### config.mk
export PLATFORM = sky130hd
export DESIGN_NAME = rf_wb_arbiter
export DESIGN_NICKNAME = d
export VERILOG_FILES = /design/src/rtl/rf_pkg.sv /design/src/rtl/rr_arbiter.sv /design/src/rtl/rf_wb_arbiter.sv
export SDC_FILE = /design/constraint.sdc
export NUM_CORES = 1
export LEC_CHECK = 0
export CAP_MARGIN = 25
export CORE_UTILIZATION = 40
export CTS_CLUSTER_DIAMETER = 60
export DETAILED_ROUTE_END_ITERATION = 16
export PLACE_DENSITY = 0.87
export SKIP_LAST_GASP = 1
export SYNTH_ARGS = -nofsm -noshare
export SYNTH_HDL_FRONTEND = slang
export SYNTH_HIERARCHICAL = 1
export SYNTH_SLANG_ARGS = --single-unit
export TNS_END_PERCENT = 100
### constraint.sdc
create_clock -name clk -period 2.48 [get_ports clk]
set_input_delay 0.372 -clock clk [delete_from_list [all_inputs] [get_ports clk]]
set_output_delay 0.372 -clock clk [all_outputs]
set_load 0.03 [all_outputs]
### src/rtl/rf_pkg.sv
// Shared types for the register-file writeback path.
package rf_pkg;
  localparam int XLEN_DEF   = 32;
  localparam int REG_ADDR_W = 5;

  typedef logic [REG_ADDR_W-1:0] reg_addr_t;

  typedef struct packed {
    reg_addr_t           rd;
    logic [XLEN_DEF-1:0] data;
  } wb_req_t;
endpackage

### src/rtl/rr_arbiter.sv
// Combinational round-robin grant with a registered priority pointer.
// The pointer moves past the winner whenever a grant is issued.
module rr_arbiter #(
  parameter int N = 3
) (
  input  logic         clk,
  input  logic         rst_n,
  input  logic [N-1:0] valid,
  output logic [N-1:0] grant
);
  localparam int PW = (N > 1) ? $clog2(N) : 1;

  logic [PW-1:0] ptr, gidx;
  logic          found;
  logic [PW:0]   s;
  logic [PW-1:0] idx;

  always_comb begin
    grant = '0;
    gidx  = ptr;
    found = 1'b0;
    s     = '0;
    idx   = '0;
    for (int k = 0; k < N; k++) begin
      s = {1'b0, ptr} + (PW+1)'(k);
      if (s >= (PW+1)'(N)) s = s - (PW+1)'(N);
      idx = s[PW-1:0];
      if (!found && valid[idx]) begin
        found      = 1'b1;
        grant[idx] = 1'b1;
        gidx       = idx;
      end
    end
  end

  // Every grant goes to a valid requester, so a grant is always a transfer.
  always_ff @(posedge clk or negedge rst_n) begin
    if (!rst_n)     ptr <= '0;
    else if (found) ptr <= (gidx == PW'(N-1)) ? '0 : gidx + 1'b1;
  end
endmodule

### src/rtl/rf_wb_arbiter.sv
// Writeback arbiter for the register-file write port, with a pending-write
// scoreboard used by issue logic for RAW/WAW hazard detection.
module rf_wb_arbiter
  import rf_pkg::*;
#(
  parameter int XLEN     = XLEN_DEF,
  parameter int NUM_REQ  = 3,
  parameter int NUM_REGS = 32
) (
  input  logic                           clk,
  input  logic                           rst_n,
  input  logic [NUM_REQ-1:0]             req_valid_i,
  output logic [NUM_REQ-1:0]             req_ready_o,
  input  reg_addr_t [NUM_REQ-1:0]        req_rd_i,
  input  logic [NUM_REQ-1:0][XLEN-1:0]   req_data_i,
  input  logic                           issue_en_i,
  input  reg_addr_t                      issue_rd_i,
  output logic                           issue_ready_o,
  input  logic                           flush_i,
  input  reg_addr_t                      rs1_addr_i,
  input  reg_addr_t                      rs2_addr_i,
  output logic                           rs1_busy_o,
  output logic                           rs2_busy_o,
  output logic                           wr_en_o,
  output reg_addr_t                      rd_addr_o,
  output logic [XLEN-1:0]                rd_data_o,
  output logic [NUM_REGS-1:0]            busy_o
);
  logic                xfer;
  reg_addr_t           sel_rd;
  logic [XLEN-1:0]     sel_data;
  logic [NUM_REGS-1:0] busy, busy_nxt;
  logic                commit_hit, issue_set;

  rr_arbiter #(.N(NUM_REQ)) u_rr (
    .clk   (clk),
    .rst_n (rst_n),
    .valid (req_valid_i),
    .grant (req_ready_o)
  );

  always_comb begin
    sel_rd   = '0;
    sel_data = '0;
    for (int i = 0; i < NUM_REQ; i++) begin
      if (req_ready_o[i]) begin
        sel_rd   = req_rd_i[i];
        sel_data = req_data_i[i];
      end
    end
  end

  assign xfer = |(req_valid_i & req_ready_o);

  always_ff @(posedge clk or negedge rst_n) begin
    if (!rst_n) begin
      wr_en_o   <= 1'b0;
      rd_addr_o <= '0;
      rd_data_o <= '0;
    end else if (xfer) begin
      wr_en_o   <= (sel_rd != '0);
      rd_addr_o <= sel_rd;
      rd_data_o <= sel_data;
    end else begin
      wr_en_o   <= 1'b0;
    end
  end

  // A register whose write commits this edge can be re-issued now: the old
  // value lands before the new pending write is recorded, so WAW is safe.
  assign commit_hit    = wr_en_o && (rd_addr_o == issue_rd_i);
  assign issue_ready_o = (issue_rd_i == '0) || !busy[issue_rd_i] || commit_hit;
  assign issue_set     = issue_en_i && issue_ready_o && (issue_rd_i != '0);

  always_comb begin
    busy_nxt = busy;
    if (flush_i) begin
      busy_nxt = '0;
    end else begin
      if (wr_en_o)   busy_nxt[rd_addr_o]  = 1'b0;
      if (issue_set) busy_nxt[issue_rd_i] = 1'b1;
    end
    busy_nxt[0] = 1'b0;
  end

  always_ff @(posedge clk or negedge rst_n) begin
    if (!rst_n) busy <= '0;
    else        busy <= busy_nxt;
  end

  assign busy_o     = busy;
  assign rs1_busy_o = busy[rs1_addr_i];
  assign rs2_busy_o = busy[rs2_addr_i];

  a_grant_onehot: assert property (@(posedge clk) disable iff (!rst_n)
    $onehot0(req_ready_o));

  for (genvar i = 0; i < NUM_REQ; i++) begin : g_stable
    a_req_stable: assert property (@(posedge clk) disable iff (!rst_n)
      (req_valid_i[i] && !req_ready_o[i]) |=>
        (req_valid_i[i] && $stable(req_rd_i[i]) && $stable(req_data_i[i])));
  end
endmodule

==> results of run 1 <==
==> what timing repair did <==
item	CTS	global route
endpoints found under the setup margin	44	44
gates resized for setup	90	63
pin swaps	12	10
setup buffers	16	10
gates cloned	5	9
==> final timing paths <==
path | end | cells after the start
min | busy_o[3]$_DFF_PN0_ | 1
min reg2reg | rd_data_o[25]$_DFFE_PN0P_ | 2
max reg2reg | rd_data_o[19]$_DFFE_PN0P_ | 12
min in group clk | rd_data_o[25]$_DFFE_PN0P_ | 2
max | rd_data_o[19]$_DFFE_PN0P_ | 12
max in group asynchronous | busy_o[24]$_DFF_PN0_ | 1
==> per-stage QoR <==
stage | worst slack [ns] | TNS [ns] | cell area, um2
global route | -0.4540 | -16.02 | 9540
global placement | -0.7362 | -12.98 | 8428
floorplan | -0.1994 | -4.429 | 5413
finish | -0.3601 | -12.16 | 9543
detailed placement | -0.7544 | -16.15 | 8428
CTS | -0.2027 | -6.015 | 9234
==> kinds of logic (layout without fill, tap and decap cells) <==
family | after synthesis | count (layout) | share of synthesized area [%]
xor gates and xnor gates | 5 | 5 | 0.8286
buffers and inverters | 60 | 390 | 5.019
muxes | 43 | 43 | 13.90
adders and majority gates | 4 | 4 | 0.9470
and+or+nand+nor | 198 | 198 | 19.63
other | 1 | 2 | 0.07095
AOI/OAI and AO/OA | 219 | 219 | 25.99
DFF | 71 | 71 | 33.62
==> state kept, by name, summed over array words and instances (netlist names) <==
| name | count |
|---|---|
| busy_o | 31 |
| rd_data_o | 32 |
| wr_en_o | 1 |
| u_rr/ptr | 2 |
| rd_addr_o | 5 |
==> cells in the mapped netlist, drive strengths merged, types with 2 or more instances <==
master | instances | area share [%]
nor3 | 9 | 1.1
o31ai | 29 | 5.0
dfrtp | 71 | 34
inv | 7 | 0.50
mux2 | 7 | 1.6
mux4 | 23 | 9.8
nand2 | 50 | 3.6
xnor2 | 5 | 0.83
or3b | 3 | 0.50
nor2 | 59 | 4.2
a22o | 2 | 0.33
nor3b | 21 | 3.0
ha | 4 | 0.95
o22ai | 3 | 0.36
mux2i | 13 | 2.5
a31oi | 3 | 0.36
o21ai | 47 | 4.5
buf | 19 | 2.1
o32ai | 3 | 0.64
nand3b | 10 | 1.4
nand3 | 6 | 0.57
and3 | 4 | 0.47
or3 | 2 | 0.24
and3b | 4 | 0.69
clkbuf | 34 | 2.4
nand2b | 18 | 2.1
nor2b | 5 | 0.59
a21oi | 86 | 8.1
o211ai | 4 | 0.57
a22oi | 35 | 5.0
==> metal layers <==
| metal | track usage (%) | up-vias | share of wire, % |
|---|---|---|---|
| met1 | 37.27 | 3131 | 35 |
| met2 | 57.87 | 459 | 50 |
| met4 | 21.10 | 0 | 6.2 |
| met3 | 7.518 | 114 | 9.4 |
| met5 | 0 | - | 0 |
| li1 | - | 2892 | - |
==> cells in the final DEF, fill, tap and decap left out, types with 10 or more instances in the layout <==
cell type        count
clkdlybuf4s50_1    194
o21ai_1             25
dfrtp_1             68
o21ai_0             15
buf_6               21
mux4_2              23
nand2b_1            17
a21oi_1             82
mux2i_1             10
clkbuf_16           13
buf_4              123
a22oi_1             20
o31ai_1             20
nand2_1             43
a22oi_2             15
nor3b_1             20
nor2_1              57
nand3b_1            10
buf_12              11
==> worst reg2reg max path, cell delays in order (launching register included) <==
cell and delay, ns:
dfrtp_2 0.44, inv_2 0.10, ha_4 0.16, mux2_4 0.33
mux2_4 0.30, a221oi_4 0.26, nor2_4 0.13, a222oi_1 0.37
buf_4 0.22, buf_12 0.14, clkbuf_16 0.15, nand2_1 0.07
o21ai_1 0.09
==> power groups by stage <==
| stage | Clock, uW | Sequential (uW) | Combinational, uW |
|---|---|---|---|
| floorplan | 0 | 2160 | 3040 |
| CTS | 1340 | 1740 | 6780 |
| global route | 1410 | 1790 | 8350 |
| global placement | 0 | 1730 | 5630 |
| detailed placement | 0 | 1740 | 5730 |
| finish | 1330 | 1760 | 7920 |
==> area by class of cell <==
| class | instances | area share, % |
|---|---|---|
| timing repair buffer | 367 | 38.31 |
| multi-input combinational | 470 | 37.34 |
| sequential | 71 | 18.66 |
| clock buffer | 10 | 2.504 |
| tap | 172 | 2.255 |
| clock inverter | 6 | 0.6293 |
| inverter | 7 | 0.2753 |
| antenna | 1 | 0.02622 |
==> results by group, run 1 <==
Timing
  – Clock skew: 0.009435 ns
  – Final worst slack: -0.3601 ns
  – Rel. slew slack: 36.91%
  – Final Max Slew Viols: 0
  – Finish-stage setup viols: 43
  – Hold slack final: 0.1865 ns
  – Post-layout minimum cycle time: about 2.8 ns
  – Peak Freq: 352.1 MHz
  – Worst Tran Pin Value: around 0.95 ns
  – Period Utilization, post-route: 114.5%
  – Final hold violations: 0
  – RSZ-0062 raised after global routing: true

Detailed routing
  – Final WL: 23700 um
  – Router iterations before antenna repair: 6
  – Antenna-violating nets left: 0
  – Routed WL per cell: between 20 and 25 um
  – Drt initial violations: 595
  – DR DRC count: 0
  – Detailed-route via count: 6596
  – DR vias/cell: 5.975

Layout
  – Final #Nets: 1063
  – Layout area overhead: 80.56%
  – Filler Cell Count: ~830
  – Register area: between 1500 and 2000 um2
  – Footprint of the multi-input gates: between 3000 and 4000 um2
  – Final cell count without fillers: about 1100
  – Final cell utilization of the core: 74.71%
  – Fraction of layout cells with a size suffix above 1: 31.04%

Floorplanning
  – Site row count: 41
  – Die Area: 13680 um2
  – Die Width: approximately 120 um
  – Initial core utilization: 41.38%
  – IO Pins: 209
  – Die height: around 120 um
  – Core ar.: 12770 um2

Clocking
  – CTS root buf: clkbuf_16
  – CTS tree: done
  – Worst skew pair latency: 0.34 ns
  – Clk slew on worst S/H paths: 0.07 ns
  – TritonCTS Buffers: 9
  – Post-CTS Hold Buffers: 0
  – CTS Buffer Depth: 2
  – CTS Sinks: between 70 and 80
  – Htree depth: 3

Synthesis
  – Sequential area share after synthesis: 33.62%
  – Synthesized area per cell: 8.794 um2
  – Number of flops mapped to enable cells by yosys: 0
  – Ys flop type: dfrtp_1
  – Cells after Synth: 601
  – Post-synth cell types: 57
  – Mapped Area: 5285 um2
  – Syn. warnings: 6
  – Synth Net Count: roughly 740
  – Number of synthesized register bits: 71
  – Async set or reset register ratio after synthesis: 100.0%

Pwr
  – Power per cell area: ~1200 nW/um2
  – Sequential power share: 16.0%
  – Cell Int Power: between 6000 and 7000 uW
  – Max VDD drop: 1.068 mV
  – Net Sw Power: 4834 uW
  – Total power: around 11000 uW
  – Clock power share: 12.1%
  – Leakage: 0.003965 uW
  – Switching Share: 43.91%
  – Combinational share of power: 71.9%

Setup path
  – R2R Setup Slk: -0.36 ns
  – Setup CP Type: reg -> reg
  – CP startpoint: u_rr/ptr[1]$_DFFE_PN0P_
  – CP cell instances: inv_2, ha_4, mux2_4, mux2_4, a221oi_4, nor2_4, a222oi_1, buf_4, buf_12, clkbuf_16, nand2_1, o21ai_1
  – Biggest cell delay along the critical path: around 0.44 ns
  – Family with the most delay on the worst path: compound AO/OA/AOI/OAI gates
  – Worst reg2reg startpoint: u_rr/ptr[1]$_DFFE_PN0P_
  – Critical path's slowest cell: dfrtp_2
  – Worst EP arrival: approximately 3.1 ns
  – Crit path required time: 2.74 ns
  – Most frequent cell on the critical path: mux2_4
  – CP Capture Type: register
  – Max FO, Critical Path: 7
  – Setup crit start kind: register
  – CP bufs+invs: 4

Outcome
  – Status: finished, violations left
  – Failing checks: negative setup slack

Global routing
  – Vias in the first global route: about 6500
  – First-pass GRT wire length: 34090 um
  – Initial antenna violation count: 0
  – GRT overflow: 0
  – Largest net degree at the start of global routing: 72
  – Gr usage total: 33.39%

Placement
  – Dpl hpwl: 15610 um
  – Dpl cells: ~1000
  – GP Congestion: 0.9977
  – Port bufs: 207

Worst hold path
  – Worst min-delay path class: in -> async

Job
  – Max_cap viols: 0
Note: power is estimated with default switching activity, not from simulation.
==> inputs of run 2 (changes only) <==
--- a/config.mk
+++ b/config.mk
@@ -5,11 +5,13 @@
 export SDC_FILE = /design/constraint.sdc
 export NUM_CORES = 1
 export LEC_CHECK = 0
+export ABC_AREA = 1
 export CAP_MARGIN = 25
-export CORE_UTILIZATION = 40
+export CORE_UTILIZATION = 41
+export CTS_BUF_LIST = sky130_fd_sc_hd__clkbuf_8
 export CTS_CLUSTER_DIAMETER = 60
 export DETAILED_ROUTE_END_ITERATION = 16
-export PLACE_DENSITY = 0.87
+export PLACE_DENSITY = 0.88
 export SKIP_LAST_GASP = 1
 export SYNTH_ARGS = -nofsm -noshare
 export SYNTH_HDL_FRONTEND = slang
==> run 2 against run 1 <==
Compared with the run above: the flow still finishes with violations (negative setup slack); utilization fell by 5.0 points; clock-buffer cell count did not move; largest cell class is now multi-input combinational cells; combinational power rose by 14%.
==> results by group, run 2 <==
Global routing
  – Largest net degree at the start of global routing: 72
  – First-pass GRT wire length: 30040 um
  – Gr usage total: 29.07%
  – Initial antenna violation count: 1
  – GRT overflow: 0
  – Vias in the first global route: 6081

Clocking
  – Worst skew pair latency: 0.36 ns
  – CTS tree: done
  – Clk slew on worst S/H paths: about 0.080 ns
  – Post-CTS Hold Buffers: 0
  – CTS Sinks: 71
  – CTS Buffer Depth: 2
  – CTS root buf: clkbuf_8
  – Htree depth: 3
  – TritonCTS Buffers: 9

Synthesis
  – Commonest cells in the netlist: nand2_1 (162), nor2_1 (96), o21ai_0 (75)
  – Synth Area in Simple Gates: between 30% and 40%
  – Sequential area share after synthesis: 33.30%
  – Synth top area share: 33.30%
  – Cell taking the most area after synthesis: dfrtp_1
  – Mux contribution to synthesized area: 0%
  – Mapped Area: 5335 um2
  – Synth Net Count: 861
  – Number of flops mapped to enable cells by yosys: 0
  – Top-count cell post-synth: nand2_1
  – Number of synthesized register bits: 71
  – Cells after Synth: ~720
  – Synthesized area per cell: 7.369 um2
  – Synth Area in Adders: 0.9381%
  – Combinational family with the most area after synthesis: simple AND/OR/NAND/NOR gates
  – Synth Area in XOR/XNOR: 0.1642%
  – Post-synth cell types: 38
  – Async set or reset register ratio after synthesis: 100.0%
  – Syn. warnings: 6
  – Synth Area in Compound Gates: 26.48%
  – Ys flop type: dfrtp_1
  – Synth area leaders: dfrtp_1 (33%), nand2_1 (11%), o21ai_0 (7.0%), nor2_1 (6.8%), nand3_2 (6.0%)

Timing
  – Peak Freq: 374.0 MHz
  – Final hold violations: 0
  – Finish-stage setup viols: 38
  – Clock skew: 0.01343 ns
  – Final TNS setup: -4.125 ns
  – Worst Tran Pin Value: 0.9199 ns
  – Rel. slew slack: between 30% and 40%
  – Final Max Slew Viols: 0
  – Final worst slack: -0.1939 ns
  – Period Utilization, post-route: 107.8%
  – Hold slack final: 0.1421 ns
  – RSZ-0062 raised after global routing: true
  – Post-layout minimum cycle time: between 2 and 3 ns

Pwr
  – Leakage: 0.003609 uW
  – Sequential power share: 15.4%
  – Net Sw Power: 5635 uW
  – Max VDD drop: 1.539 mV
  – Power per cell area: 1315 nW/um2
  – Switching Share: 48.48%
  – Clock power share: 7.2%
  – Combinational share of power: 77.4%
  – Total power: about 12000 uW
  – Cell Int Power: 5987 uW

Layout
  – Number of flip-flops in the largest register: 32
  – Most frequent cells in the layout: clkdlybuf4s50_1 (199), nand2_1 (152), nor2_1 (93)
  – Final cell utilization of the core: 69.73%
  – Largest Register: rd_data_o
  – Final #Nets: 1114
  – Fraction of layout cells with a size suffix above 1: 26.10%
  – Commonest non-fill, non-tap cell in the layout: clkdlybuf4s50_1
  – Finished Cell Area: about 8800 um2
  – Layout area overhead: 65.62%

Placement
  – Dpl hpwl: 13980 um
  – Port bufs: 207
  – GP Congestion: 0.9356
  – Area post-placement: 7839 um2

Setup path
  – Biggest cell delay along the critical path: 0.48 ns
  – RR Endpoint: rd_data_o[29]$_DFFE_PN0P_
  – Setup CP Type: reg -> reg
  – Max FO, Critical Path: 19
  – Worst reg2reg startpoint: u_rr/ptr[0]$_DFFE_PN0P_
  – Crit path required time: 2.73 ns
  – CP cell instances: inv_2, ha_4, inv_6, nand2_2, nand3_2, nand2_4, nand3_4, o221ai_4, buf_4, inv_1, nand2_2, inv_6, buf_4, a221oi_1, o31ai_2
  – Setup crit start kind: register
  – R2R cell count: 15
  – R2R Setup Slk: -0.19 ns
  – CP Capture Type: register
  – Critical path's slowest cell: dfrtp_2
  – Worst EP arrival: between 2 and 3 ns

Floorplanning
  – Initial core utilization: 42.11%
  – Site row count: 41
  – Die Area: 13470 um2
  – IO Pins: about 210
  – Die Width: 116.1 um
  – Die height: 116.1 um
  – Core ar.: between 10000 and 15000 um2

Detailed routing
  – DR DRC count: 0
  – Router iterations before antenna repair: 6
  – Final WL: 22120 um
  – DR vias/cell: 5.850
  – Drt initial violations: 647
  – Routed WL per cell: 19.17 um
  – Antenna-violating nets left: 0
  – Detailed-route via count: 6751

Outcome
  – Status: finished, violations left
  – Failing checks: negative setup slack

Worst hold path
  – Worst min-delay path class: in -> async

Job
  – Max_cap viols: 0
==> run 2: stage by stage <==
stage          worst slack [ns]  std cells
2_1_floorplan           -0.1994        724
6_report                -0.1939       1154
4_1_cts                -0.04985       1134
5_1_grt                 -0.2943       1154
3_5_place_dp            -0.2291       1111
3_3_place_gp            -0.2181       1111
==> run 2: power by group through the flow <==
stage               Combinational (uW)  Sequential [uW]  Clock, uW
finish                            8990             1790        840
global route                      9520             1820        893
CTS                               6720             1770        832
detailed placement                6260             1770          0
global placement                  6140             1770          0
floorplan                         3360             2230          0
==> run 2: logic make-up (layout without fill, tap and decap cells) <==
family / after synthesis / count (layout)
buffers and inverters: 88 / 345
xor gates and xnor gates: 1 / 1
other: 1 / 2
AOI/OAI and AO/OA: 207 / 207
DFF: 71 / 71
and+or+nand+nor: 352 / 352
adders and majority gates: 4 / 4
==> run 2: worst max path at each step <==
| stage | startpoint | slack, ns | end | cells after the start |
|---|---|---|---|---|
| 4_1_cts | u_rr/ptr[0]$_DFFE_PN0P_ | -0.05 | req_ready_o[1] | 11 |
| 6_report | u_rr/ptr[0]$_DFFE_PN0P_ | -0.19 | rd_data_o[29]$_DFFE_PN0P_ | 15 |
| 2_1_floorplan | u_rr/ptr[1]$_DFFE_PN0P_ | -0.20 | wr_en_o$_DFF_PN0_ | 14 |
| 3_5_place_dp | req_valid_i[2] | -0.23 | rd_data_o[26]$_DFFE_PN0P_ | 12 |
| 5_1_grt | u_rr/ptr[0]$_DFFE_PN0P_ | -0.29 | rd_data_o[29]$_DFFE_PN0P_ | 15 |
| 3_3_place_gp | req_valid_i[1] | -0.22 | wr_en_o$_DFF_PN0_ | 12 |
==> run 2: routing by layer <==
metal	track usage [%]	wire length, um	vias to the layer above	share of wire, %
li1	-	-	3043	-
met1	33.03	7901	3137	36
met2	50.16	10970	468	50
met3	6.642	2017	103	9.1
met4	16.75	1235	0	5.6
met5	0	0	-	0
==> run 2: critical path: cells and delay by family, from the launching register on <==
family,cells,cell delay (ns)
buffers and inverters,6,0.59
adders and majority gates,1,0.34
and+or+nand+nor,5,0.47
AOI/OAI and AO/OA,3,0.65
DFF,1,0.48
==> run 2: area by class of cell <==
type | count | area [um2]
Fill cell | 934 | 3835
Inverter | 47 | 219.0
Sequential cell | 71 | 1779
Timing Repair Buffer | 282 | 2884
Tap cell | 172 | 215.2
Timing Repair inverter | 1 | 5.005
Clock inverter | 5 | 26.28
Antenna cell | 1 | 2.502
Clock buffer | 10 | 137.6
Multi-Input combinational cell | 565 | 3567
==> run 2: repair_timing <==
item / in CTS / in global routing
pin swaps: 5 / 6
endpoints found under the setup margin: 24 / 43
buffers inserted: 7 / 11
gates resized for setup: 19 / 90
cloned: 1 / 8
==> inputs of run 3 (changes only) <==
--- a/config.mk
+++ b/config.mk
@@ -7,11 +7,11 @@
 export LEC_CHECK = 0
 export ABC_AREA = 1
 export CAP_MARGIN = 25
-export CORE_UTILIZATION = 41
+export CORE_UTILIZATION = 46
 export CTS_BUF_LIST = sky130_fd_sc_hd__clkbuf_8
 export CTS_CLUSTER_DIAMETER = 60
 export DETAILED_ROUTE_END_ITERATION = 16
-export PLACE_DENSITY = 0.88
+export PLACE_DENSITY = 0.93
 export SKIP_LAST_GASP = 1
 export SYNTH_ARGS = -nofsm -noshare
 export SYNTH_HDL_FRONTEND = slang
==> constraint.sdc (replaced) <==
create_clock -name clk -period 2.7 [get_ports clk]
set_input_delay 0.405 -clock clk [delete_from_list [all_inputs] [get_ports clk]]
set_output_delay 0.405 -clock clk [all_outputs]
set_load 0.03 [all_outputs]
==> run 3 against run 2 <==
Compared with the run above: the flow now finishes without violations; routed wire length decreased by 14%; die area decreased by 11%; clock-buffer cell count stayed put; clock power grew 2%; setup slack improved by 0.26 ns; combinational power fell by 36%; sequential share of layout area up 2.3 points; hold slack worse by 0.054 ns; non-clock buffer count down 36; sequential power shrank 10%; first-iteration DRC count grew 12%; final area is 10% lower.
==> results by group, run 3 (synthesis results as in run 2) <==
Detailed routing
  – DR vias/cell: 5.961
  – Router iterations before antenna repair: 5
  – Antenna-violating nets left: 0
  – Detailed-route via count: 6468
  – DR DRC count: 0
  – Drt initial violations: between 700 and 800
  – Routed WL per cell: 17.61 um
  – Final WL: 19110 um

Outcome
  – Status: finished clean

Clocking
  – Htree depth: 3
  – Post-CTS Hold Buffers: 0
  – CTS Buffer Depth: 2
  – TritonCTS Buffers: 9
  – CTS tree: done
  – CTS Sinks: 71
  – Worst skew pair latency: between 0.3 and 0.4 ns
  – CTS root buf: clkbuf_8
  – Clk slew on worst S/H paths: 0.08 ns

Setup path
  – Biggest cell delay along the critical path: 0.44 ns
  – Setup crit start kind: register
  – Setup CP Type: reg -> out
  – CP cell instances: inv_2, ha_4, inv_4, nand2_2, nand3_2, nand2_4, nand3_4, o211ai_1, buf_4, buf_4
  – CP Capture Type: primary output
  – Worst EP arrival: 2.23 ns
  – Most frequent cell on the critical path: buf_4
  – CP bufs+invs: 4
  – Family with the most delay on the worst path: buffers and inverters
  – Crit path required time: 2.30 ns
  – Critical path's slowest cell: dfrtp_2
  – Max FO, Critical Path: 7

Placement
  – Port bufs: 207
  – Area post-placement: about 7700 um2
  – Post-Place Setup Slack: -0.09394 ns
  – Dpl hpwl: 14000 um
  – GP Congestion: about 0.94
  – Dpl cells: approximately 1100

Layout
  – Final cell count without fillers: 1085
  – Most frequent cells in the layout: clkdlybuf4s50_1 (200), nand2_1 (161), nor2_1 (96)
  – Final cell utilization of the core: 71.41%
  – Diodes inserted: 0
  – Finished Cell Area: slightly below 8000 um2
  – Largest Register: rd_data_o
  – Fraction of layout cells with a size suffix above 1: approximately 16%
  – Number of flip-flops in the largest register: 32
  – Commonest non-fill, non-tap cell in the layout: clkdlybuf4s50_1
  – Final #Nets: 1077
  – Layout area overhead: 48.29%

Global routing
  – Gr usage total: about a third
  – First-pass GRT wire length: 30070 um
  – Initial antenna violation count: 0
  – Vias in the first global route: 6161
  – GRT overflow: 0
  – Largest net degree at the start of global routing: 48

Timing
  – Finish-stage setup viols: 0
  – Worst Tran Pin Value: 0.7152 ns
  – Peak Freq: between 300 and 400 MHz
  – Final worst slack: 0.06317 ns
  – Clock skew: 0.008462 ns
  – Rel. slew slack: 52.32%
  – Final TNS setup: 0 ns
  – Period Utilization, post-route: 97.66%
  – Final Max Slew Viols: 0
  – Post-layout minimum cycle time: roughly 2.6 ns
  – Final hold violations: 0
  – RSZ-0062 raised after global routing: true

Floorplanning
  – Die height: 109.7 um
  – Core ar.: 11080 um2
  – Site row count: 38
  – Initial core utilization: 48.16%
  – IO Pins: 209
  – Die Width: 109.7 um
  – Die Area: 12030 um2

Pwr
  – Leakage: 0.003258 uW
  – Max VDD drop: 1.023 mV
  – Power per cell area: ~1000 nW/um2

Worst hold path
  – Worst min-delay path class: in -> async

Job
  – Max_cap viols: 0
[run 3: worst register-to-register path, cell delays in order, from the launching register on]
cell      delay (ns)
dfrtp_2         0.44
inv_2           0.07
ha_4            0.33
inv_4           0.07
nand2_2         0.07
nand3_2         0.10
nand2_4         0.11
nand3_4         0.09
o211ai_1        0.23
buf_4           0.20
nand2_1         0.08
nand3_1         0.10
inv_2           0.06
buf_12          0.17
o31ai_1         0.31
[run 3: per-layer routing]
layer	part of all wire (%)	up-vias	GRT usage (%)
li1	-	2951	-
met1	37	3025	38.40
met2	49	416	56.74
met3	9.3	76	6.402
met4	4.6	0	17.81
met5	0	-	0
[run 3: worst paths after layout]
kind,from,slack [ns],endpoint,cells past startpoint
max,u_rr/ptr[0]$_DFFE_PN0P_,0.06,req_ready_o[2],10
min,rst_n,0.09,busy_o[27]$_DFF_PN0_,1
max reg2reg,u_rr/ptr[0]$_DFFE_PN0P_,0.18,rd_data_o[30]$_DFFE_PN0P_,14
min reg2reg,rd_data_o[1]$_DFFE_PN0P_,0.49,rd_data_o[1]$_DFFE_PN0P_,2
max in group asynchronous,rst_n,1.91,u_rr/ptr[0]$_DFFE_PN0P_,2
min in group clk,rd_data_o[1]$_DFFE_PN0P_,0.49,rd_data_o[1]$_DFFE_PN0P_,2
[run 3: final cells by class]
| type | instances | area, um2 |
|---|---|---|
| fill | 856 | 3167 |
| multi-input combinational | 565 | 3157 |
| timing repair buffer | 246 | 2424 |
| sequential | 71 | 1778 |
| inverter | 47 | 187.7 |
| tap | 140 | 175.2 |
| clock buffer | 10 | 137.6 |
| clock inverter | 6 | 52.55 |
[run 3: what timing repair did]
| item | CTS | global route |
|---|---|---|
| hold endpoints to repair | 0 | 0 |
| setup buffers | 1 | 6 |
| resized for setup | 2 | 1 |
| endpoints found under the setup margin | 5 | 6 |
| pin swaps | 1 | 0 |
[run 3: power breakdown]
part           switching, uW  internal, uW
combinational           3350          2360
clock                    419           441
sequential               235          1370
total                   4000          4180
[run 3: stage by stage]
stage | hold slack [ns] | power (uW)
floorplan | 0.1094 | 5041
global placement | 0.4639 | 6988
detailed placement | 0.4720 | 7093
CTS | 0.09489 | 7999
global route | 0.1459 | 8795
finish | 0.08770 | 8183
